`src/rtl/neuron_config_writer_pkg.sv`:
```
// Shared opcodes, FSM state type and parameter-word layout helpers for the
// neuron configuration writer.
package neuron_config_writer_pkg;

  localparam logic [7:0] CMD_WRITE   = 8'h01;
  localparam logic [7:0] CMD_CLEAR   = 8'h02;
  localparam logic [7:0] CMD_DISABLE = 8'h03;
  localparam logic [7:0] CMD_ENABLE  = 8'h04;

  typedef enum logic [1:0] {
    IDLE   = 2'd0,
    LOAD   = 2'd1,
    COMMIT = 2'd2
  } state_t;

  function automatic int unsigned cfg_width(input int unsigned m);
    return 6 * m + 6;
  endfunction

  function automatic int unsigned cfg_bytes(input int unsigned m);
    return (cfg_width(m) + 7) / 8;
  endfunction

  // Word is packed LSB-first: weights, delay_values, delays, threshold, decay, refractory
  function automatic int unsigned off_delay_values(input int unsigned m);
    return 2 * m;
  endfunction

  function automatic int unsigned off_delays(input int unsigned m);
    return 5 * m;
  endfunction

  function automatic int unsigned off_threshold(input int unsigned m);
    return 6 * m;
  endfunction

  function automatic int unsigned off_decay(input int unsigned m);
    return 6 * m + 2;
  endfunction

  function automatic int unsigned off_refractory(input int unsigned m);
    return 6 * m + 4;
  endfunction

endpackage

```
`src/rtl/neuron_config_writer_shadow.sv`:
```
// Byte-addressed shadow register with its byte counter; load_done flags the
// acceptance of the final data byte of a frame.
module cfg_shadow_reg
  import neuron_config_writer_pkg::*;
#(
  parameter int unsigned M = 2
) (
  input  logic                    clk,
  input  logic                    rst_n,
  input  logic                    start,
  input  logic                    wr_en,
  input  logic [7:0]              data,
  output logic [cfg_width(M)-1:0] shadow,
  output logic                    load_done
);

  localparam int unsigned W  = cfg_width(M);
  localparam int unsigned NB = cfg_bytes(M);
  localparam int unsigned CW = $clog2(NB + 1);

  logic [CW-1:0] cnt;

  assign load_done = wr_en && (cnt == CW'(NB - 1));

  always_ff @(posedge clk or negedge rst_n) begin
    if (!rst_n) begin
      cnt    <= '0;
      shadow <= '0;
    end else if (start) begin
      cnt <= '0;
    end else if (wr_en) begin
      cnt <= cnt + CW'(1);
      // Bits of the last byte that fall beyond W-1 simply have no destination
      for (int unsigned i = 0; i < W; i++) begin
        if ((i / 8) == int'(cnt)) shadow[i] <= data[i % 8];
      end
    end
  end

endmodule

```
`src/rtl/neuron_config_writer.sv`:
```
// Byte-serial configuration writer: assembles a parameter word in a shadow
// register and commits it atomically to the neuron's parameter buses.
module neuron_config_writer
  import neuron_config_writer_pkg::*;
#(
  parameter int unsigned M = 2
) (
  input  logic           clk,
  input  logic           rst_n,
  input  logic [7:0]     in_data,
  input  logic           in_valid,
  output logic           in_ready,
  output logic [2*M-1:0] weights,
  output logic [3*M-1:0] delay_values,
  output logic [M-1:0]   delays,
  output logic [1:0]     threshold,
  output logic [1:0]     decay,
  output logic [1:0]     refractory_period,
  output logic           neuron_enable,
  output logic           cfg_update,
  output logic           cmd_err
);

  localparam int unsigned W = cfg_width(M);

  state_t         state;
  logic [W-1:0]   active;
  logic [W-1:0]   shadow;
  logic           committed;
  logic           accept;
  logic           start;
  logic           load_wr;
  logic           load_done;

  assign in_ready = (state != COMMIT);
  assign accept   = in_valid && in_ready;
  assign start    = accept && (state == IDLE) && (in_data == CMD_WRITE);
  assign load_wr  = accept && (state == LOAD);

  cfg_shadow_reg #(.M(M)) u_shadow (
    .clk      (clk),
    .rst_n    (rst_n),
    .start    (start),
    .wr_en    (load_wr),
    .data     (in_data),
    .shadow   (shadow),
    .load_done(load_done)
  );

  assign weights           = active[2*M-1:0];
  assign delay_values      = active[off_delay_values(M) +: 3*M];
  assign delays            = active[off_delays(M) +: M];
  assign threshold         = active[off_threshold(M) +: 2];
  assign decay             = active[off_decay(M) +: 2];
  assign refractory_period = active[off_refractory(M) +: 2];

  always_ff @(posedge clk or negedge rst_n) begin
    if (!rst_n) begin
      state         <= IDLE;
      active        <= '0;
      committed     <= 1'b0;
      neuron_enable <= 1'b0;
      cfg_update    <= 1'b0;
      cmd_err       <= 1'b0;
    end else begin
      cfg_update <= 1'b0;
      cmd_err    <= 1'b0;
      case (state)
        IDLE: begin
          if (accept) begin
            case (in_data)
              CMD_WRITE:   state <= LOAD;
              CMD_CLEAR: begin
                active        <= '0;
                neuron_enable <= 1'b0;
                committed     <= 1'b0;
                cfg_update    <= 1'b1;
              end
              CMD_DISABLE: neuron_enable <= 1'b0;
              CMD_ENABLE:  if (committed) neuron_enable <= 1'b1;
              default:     cmd_err <= 1'b1;
            endcase
          end
        end
        LOAD: begin
          if (load_done) state <= COMMIT;
        end
        COMMIT: begin
          active        <= shadow;
          neuron_enable <= 1'b1;
          committed     <= 1'b1;
          cfg_update    <= 1'b1;
          state         <= IDLE;
        end
        default: state <= IDLE;
      endcase
    end
  end

endmodule

```
`config.mk`:
```
export PLATFORM = sky130hd
export DESIGN_NAME = neuron_config_writer
export DESIGN_NICKNAME = d
export VERILOG_FILES = /design/src/rtl/neuron_config_writer_pkg.sv /design/src/rtl/neuron_config_writer_shadow.sv /design/src/rtl/neuron_config_writer.sv
export SDC_FILE = /design/constraint.sdc
export NUM_CORES = 1
export LEC_CHECK = 0
export ABC_AREA = 1
export CORE_MARGIN = 2
export CORE_UTILIZATION = 45
export CTS_CLUSTER_DIAMETER = 60
export DETAILED_ROUTE_END_ITERATION = 16
export PLACE_DENSITY = 0.77
export SLEW_MARGIN = 40
export SYNTH_ARGS = -nofsm -noshare
export SYNTH_HDL_FRONTEND = slang
export SYNTH_HIERARCHICAL = 1
export SYNTH_SLANG_ARGS = --single-unit
```
`constraint.sdc`:
```
create_clock -name clk -period 1.3 [get_ports clk]
set_input_delay 0.26 -clock clk [delete_from_list [all_inputs] [get_ports clk]]
set_output_delay 0.26 -clock clk [all_outputs]
set_load 0.01 [all_outputs]
```
==> metrics.txt <==
# TYPE chip_impl_metric gauge
chip_impl_info{name="run_status",value="finished, violations left"} 1
chip_impl_info{name="failed_checks",value="setup timing"} 1
chip_impl_info{name="cpMostUsedCell",value="sky130_fd_sc_hd__buf_6"} 1
chip_impl_metric{name="finalWeightedCongestion",unit=""} 0.874
chip_impl_metric{name="totalPowerFinal",unit="mW"} 5.44
chip_impl_metric{name="floorplan.die_area",unit="sq um"} 5090
chip_impl_info{name="hold_path_class",value="in -> reg"} 1
chip_impl_metric{name="synth.avg_cell_area",unit="sq um"} 8.91
chip_impl_metric{name="critPathRequiredTime",unit="ns"} 1.49
chip_impl_metric{name="route.final.wire_length",unit="um"} 5330
chip_impl_metric{name="p_leak",unit="nW"} 1.53
chip_impl_metric{name="clk_pin_slew",unit="ns"} 0.08
chip_impl_metric{name="cpPeakStageDelay",unit="ns"} 0.41
chip_impl_info{name="cpLargestDelayFamily",value="buffers and inverters"} 1
chip_impl_info{name="timing.critical_path.to_type",value="flop"} 1
chip_impl_metric{name="floorplan.core_area",unit="sq um"} 4350
chip_impl_metric{name="detailedPlacementHpwl",unit="um"} 3130
chip_impl_info{name="critical_path.startpoint_type",value="flop"} 1
chip_impl_metric{name="syn_nets",unit=""} 243
chip_impl_metric{name="drcViolationCount",unit=""} 0
chip_impl_metric{name="vias_per_cell",unit=""} 5.19
chip_impl_info{name="tritoncts",value="yes"} 1
chip_impl_metric{name="synth.cell_area",unit="sq um"} 2040
chip_impl_metric{name="layout-area-overhead-vs-synth",unit="%"} 46.5
chip_impl_info{name="synth_largest_area_cell",value="sky130_fd_sc_hd__dfrtp_1"} 1
chip_impl_metric{name="maximum_number_of_pins_on_one_net_before_global_route_repair",unit=""} 22
chip_impl_metric{name="bufs_and_invs_on_worst_path",unit=""} 5
chip_impl_metric{name="report.final.hold_viol_count",unit=""} 0
chip_impl_info{name="ys.flop_type",value="sky130_fd_sc_hd__dfrtp_1"} 1
chip_impl_metric{name="first_pass_grt_wire_length",unit="um"} 7790
chip_impl_metric{name="cts_num_sinks",unit=""} 44
chip_impl_metric{name="detailroute.via_count",unit=""} 1841
chip_impl_metric{name="groute.layer.met2.usage",unit=""} 0.324
chip_impl_metric{name="initialDrtViolationCount",unit=""} 147
chip_impl_metric{name="min_period_over_period",unit=""} 1.21
chip_impl_metric{name="design.final.nets",unit=""} 316
chip_impl_metric{name="grt_antenna_before_repair",unit=""} 0
chip_impl_metric{name="arrival",unit="ns"} 1.76
chip_impl_metric{name="max-slew-margin-rel",unit=""} 0.728
chip_impl_metric{name="yosysTopAreaCellShare",unit=""} 0.540
chip_impl_metric{name="final-setup-viol-count",unit=""} 40
chip_impl_metric{name="vdd.ir_drop.worst",unit="mV"} 1.11
chip_impl_metric{name="clock_skew",unit="ns"} 0.00963
chip_impl_metric{name="drv_cap",unit=""} 0
chip_impl_metric{name="fmax_achieved",unit="MHz"} 636
chip_impl_metric{name="fp-row-count",unit=""} 24
chip_impl_metric{name="placed_instance_count",unit=""} 332
chip_impl_metric{name="yosys_register_bits",unit=""} 44
chip_impl_metric{name="clk_latency",unit="ns"} 0.30
chip_impl_metric{name="gr-usage-all-layers",unit=""} 0.200
chip_impl_metric{name="fin_crit",unit="ns"} 1.57
chip_impl_metric{name="dieWidth",unit="um"} 71.3
chip_impl_info{name="grt.busiest_layer",value="met2"} 1
chip_impl_metric{name="floorplan.initialDensity",unit=""} 0.469
chip_impl_metric{name="ys.warnings.count",unit=""} 6
chip_impl_metric{name="synth-seq-area-share",unit=""} 0.540
chip_impl_metric{name="stdcell_count",unit=""} 355
chip_impl_metric{name="antenna_diode_instance_count",unit=""} 0
chip_impl_info{name="cts.root.buffer_cell",value="sky130_fd_sc_hd__clkbuf_8"} 1
chip_impl_metric{name="ant_nets",unit=""} 0
chip_impl_metric{name="met3_usage",unit=""} 0.0520
chip_impl_metric{name="drt-pass1-iter-count",unit=""} 4
chip_impl_metric{name="avgRoutedWirePerCell",unit="um"} 15.0
chip_impl_metric{name="path_max_fanout",unit=""} 6
chip_impl_metric{name="overall_overflow_remaining_after_global_route",unit=""} 0
chip_impl_metric{name="clk_path_buf_depth",unit=""} 2
chip_impl_info{name="crit_type",value="reg -> reg"} 1
chip_impl_metric{name="synth_async_sr_flop_share",unit=""} 1.00
chip_impl_metric{name="io_buffers",unit=""} 32
chip_impl_metric{name="pwr_density_cell",unit="nW/um^2"} 1820
chip_impl_metric{name="report.final.slew_viol_count",unit=""} 0
chip_impl_info{name="top_post_synthesis_cells_by_area",value="sky130_fd_sc_hd__dfrtp_1, sky130_fd_sc_hd__nand2_1, sky130_fd_sc_hd__nand4_1, sky130_fd_sc_hd__nand3_1, sky130_fd_sc_hd__inv_1"} 1
chip_impl_metric{name="worst_slew_pin_slew",unit="ns"} 0.408
chip_impl_metric{name="post_route_cells_drive_above_1_share",unit=""} 0.317
chip_impl_metric{name="final_worst_setup_slack",unit="ns"} -0.272
chip_impl_metric{name="die_height",unit="um"} 71.3
chip_impl_info{name="grt_setup_unrepaired",value="true"} 1
chip_impl_info{name="worstPathCellList",value="buf_6, nor3_4, inv_2, nor2_4, buf_6, buf_12, inv_6, nand4_1, nand2_1"} 1
chip_impl_metric{name="synth_edf_count",unit=""} 0
chip_impl_metric{name="grt_pass1_vias",unit=""} 1680
chip_impl_metric{name="num-fill-cells",unit=""} 307
chip_impl_metric{name="post_synth_num_cell_types",unit=""} 20
chip_impl_metric{name="h-tree-depth",unit=""} 2
chip_impl_metric{name="cts_inserted_buffers",unit=""} 5
chip_impl_metric{name="pin_count",unit=""} 33
chip_impl_metric{name="synth_cells",unit=""} 229
chip_impl_metric{name="use_met1",unit=""} 0.252
chip_impl_info{name="timing.critical_path.slowest_stage_cell",value="sky130_fd_sc_hd__dfrtp_2"} 1
cell families after synthesis:
| logic type | count (synthesis) | synth area share |
|---|---|---|
| simple gates | 149 | 0.346 |
| flops | 44 | 0.540 |
| buf+inv | 31 | 0.0907 |
| fa+ha+maj | 3 | 0.0184 |
| compound gates | 2 | 0.00552 |
layout make-up:
type                       instances  area [sq um]  area share
clock buffer                       6          82.6      0.0276
clock inverter                     2          38.8      0.0130
inverter                          20          87.6      0.0293
multi-input combinational        154           858       0.287
sequential                        44          1100       0.369
tap                               52          65.1      0.0218
timing repair buffer              74           732       0.245
timing repair inverter             3          23.8     0.00795
tightest hold or removal path: stages:
cell and delay [ns]:
sky130_fd_sc_hd__dlymetal6s2s_1 0.10, sky130_fd_sc_hd__buf_4 0.13, sky130_fd_sc_hd__nand4_1 0.09, sky130_fd_sc_hd__nand2_1 0.07
power by group:
group	internal (mW)	switching, mW
clock network	0.628	0.467
logic	0.951	1.05
registers	1.98	0.365
cells in the mapped netlist, types with 2 or more instances:
master and count:
sky130_fd_sc_hd__buf_4 3, sky130_fd_sc_hd__buf_6 6, sky130_fd_sc_hd__dfrtp_1 44, sky130_fd_sc_hd__ha_1 3, sky130_fd_sc_hd__inv_1 18, sky130_fd_sc_hd__inv_2 2
sky130_fd_sc_hd__nand2_1 91, sky130_fd_sc_hd__nand3_1 22, sky130_fd_sc_hd__nand3_2 2, sky130_fd_sc_hd__nand3_4 2, sky130_fd_sc_hd__nand4_1 19, sky130_fd_sc_hd__nor2_1 8
sky130_fd_sc_hd__nor2_4 2
stage by stage:
step           utilization  cell area, sq um  setup WS (ns)  hold slack [ns]  setup TNS [ns]
3_5_place_dp         0.592              2580         -0.601            0.215          -20.36
5_1_grt              0.687              2990         -0.308            0.397           -9.25
2_1_floorplan            -              2040         0.0234          -0.0356               0
3_3_place_gp         0.592              2580         -0.535            0.208          -18.37
4_1_cts              0.634              2760         -0.168            0.425           -3.44
6_report             0.687              2990         -0.272            0.395           -7.18
state kept, by name (all words and copies together) (netlist names):
register and cells:
u_shadow/cnt 2, cfg_update 1, active 18, state 2, u_shadow/shadow 18, cmd_err 1
committed 1, neuron_enable 1
cell usage in the layout, fill, tap and decap left out, types with 2 or more instances in the layout:
master / synthesis / final
sky130_fd_sc_hd__nand2_1: 91 / 71
sky130_fd_sc_hd__dfrtp_1: 44 / 43
sky130_fd_sc_hd__buf_4: 3 / 26
sky130_fd_sc_hd__dlygate4sd2_1: 0 / 24
sky130_fd_sc_hd__nand2_2: 1 / 21
sky130_fd_sc_hd__nand3_1: 22 / 19
sky130_fd_sc_hd__nand4_1: 19 / 19
sky130_fd_sc_hd__inv_1: 18 / 15
sky130_fd_sc_hd__buf_6: 6 / 7
sky130_fd_sc_hd__clkbuf_8: 0 / 6
sky130_fd_sc_hd__dlymetal6s2s_1: 0 / 5
sky130_fd_sc_hd__buf_12: 0 / 5
sky130_fd_sc_hd__inv_2: 2 / 4
sky130_fd_sc_hd__nor2_4: 2 / 4
sky130_fd_sc_hd__nor2_1: 8 / 4
sky130_fd_sc_hd__nand3_2: 2 / 4
sky130_fd_sc_hd__nand3_4: 2 / 3
sky130_fd_sc_hd__ha_1: 3 / 3
sky130_fd_sc_hd__nor2_2: 0 / 2
sky130_fd_sc_hd__nor3_4: 1 / 2
sky130_fd_sc_hd__clkinvlp_4: 0 / 2
sky130_fd_sc_hd__clkbuf_16: 0 / 2
sky130_fd_sc_hd__buf_2: 1 / 2
timing repair:
item,CTS,global route
pin swaps,6,20
endpoints found under the setup margin,62,44
hold endpoints to repair,15,0
hold buffers,1,0
gates resized for setup,39,39
gates cloned,1,5
buffers inserted,4,5
final timing paths:
path	start	to	slack, ns	cells past startpoint
worst max register to register	state[0]$_DFFE_PN0P_	u_shadow/shadow[8]$_DFFE_PN0P_	-0.27	9
worst max-delay path	state[0]$_DFFE_PN0P_	u_shadow/shadow[8]$_DFFE_PN0P_	-0.27	9
max in group asynchronous	rst_n	active[14]$_DFFE_PN0P_	0.40	3
worst min register to register	active[5]$_DFFE_PN0P_	active[5]$_DFFE_PN0P_	0.49	2
min in group asynchronous	rst_n	active[8]$_DFFE_PN0P_	0.42	2
worst min-delay path	in_data[2]	u_shadow/shadow[2]$_DFFE_PN0P_	0.39	4
layer usage:
metal  part of all wire  wire length (um)
met5                  0                 0
met1               0.42              2250
met2               0.50              2650
met4              0.026               140
met3              0.052               278
Power figures use the tool's default switching activity.
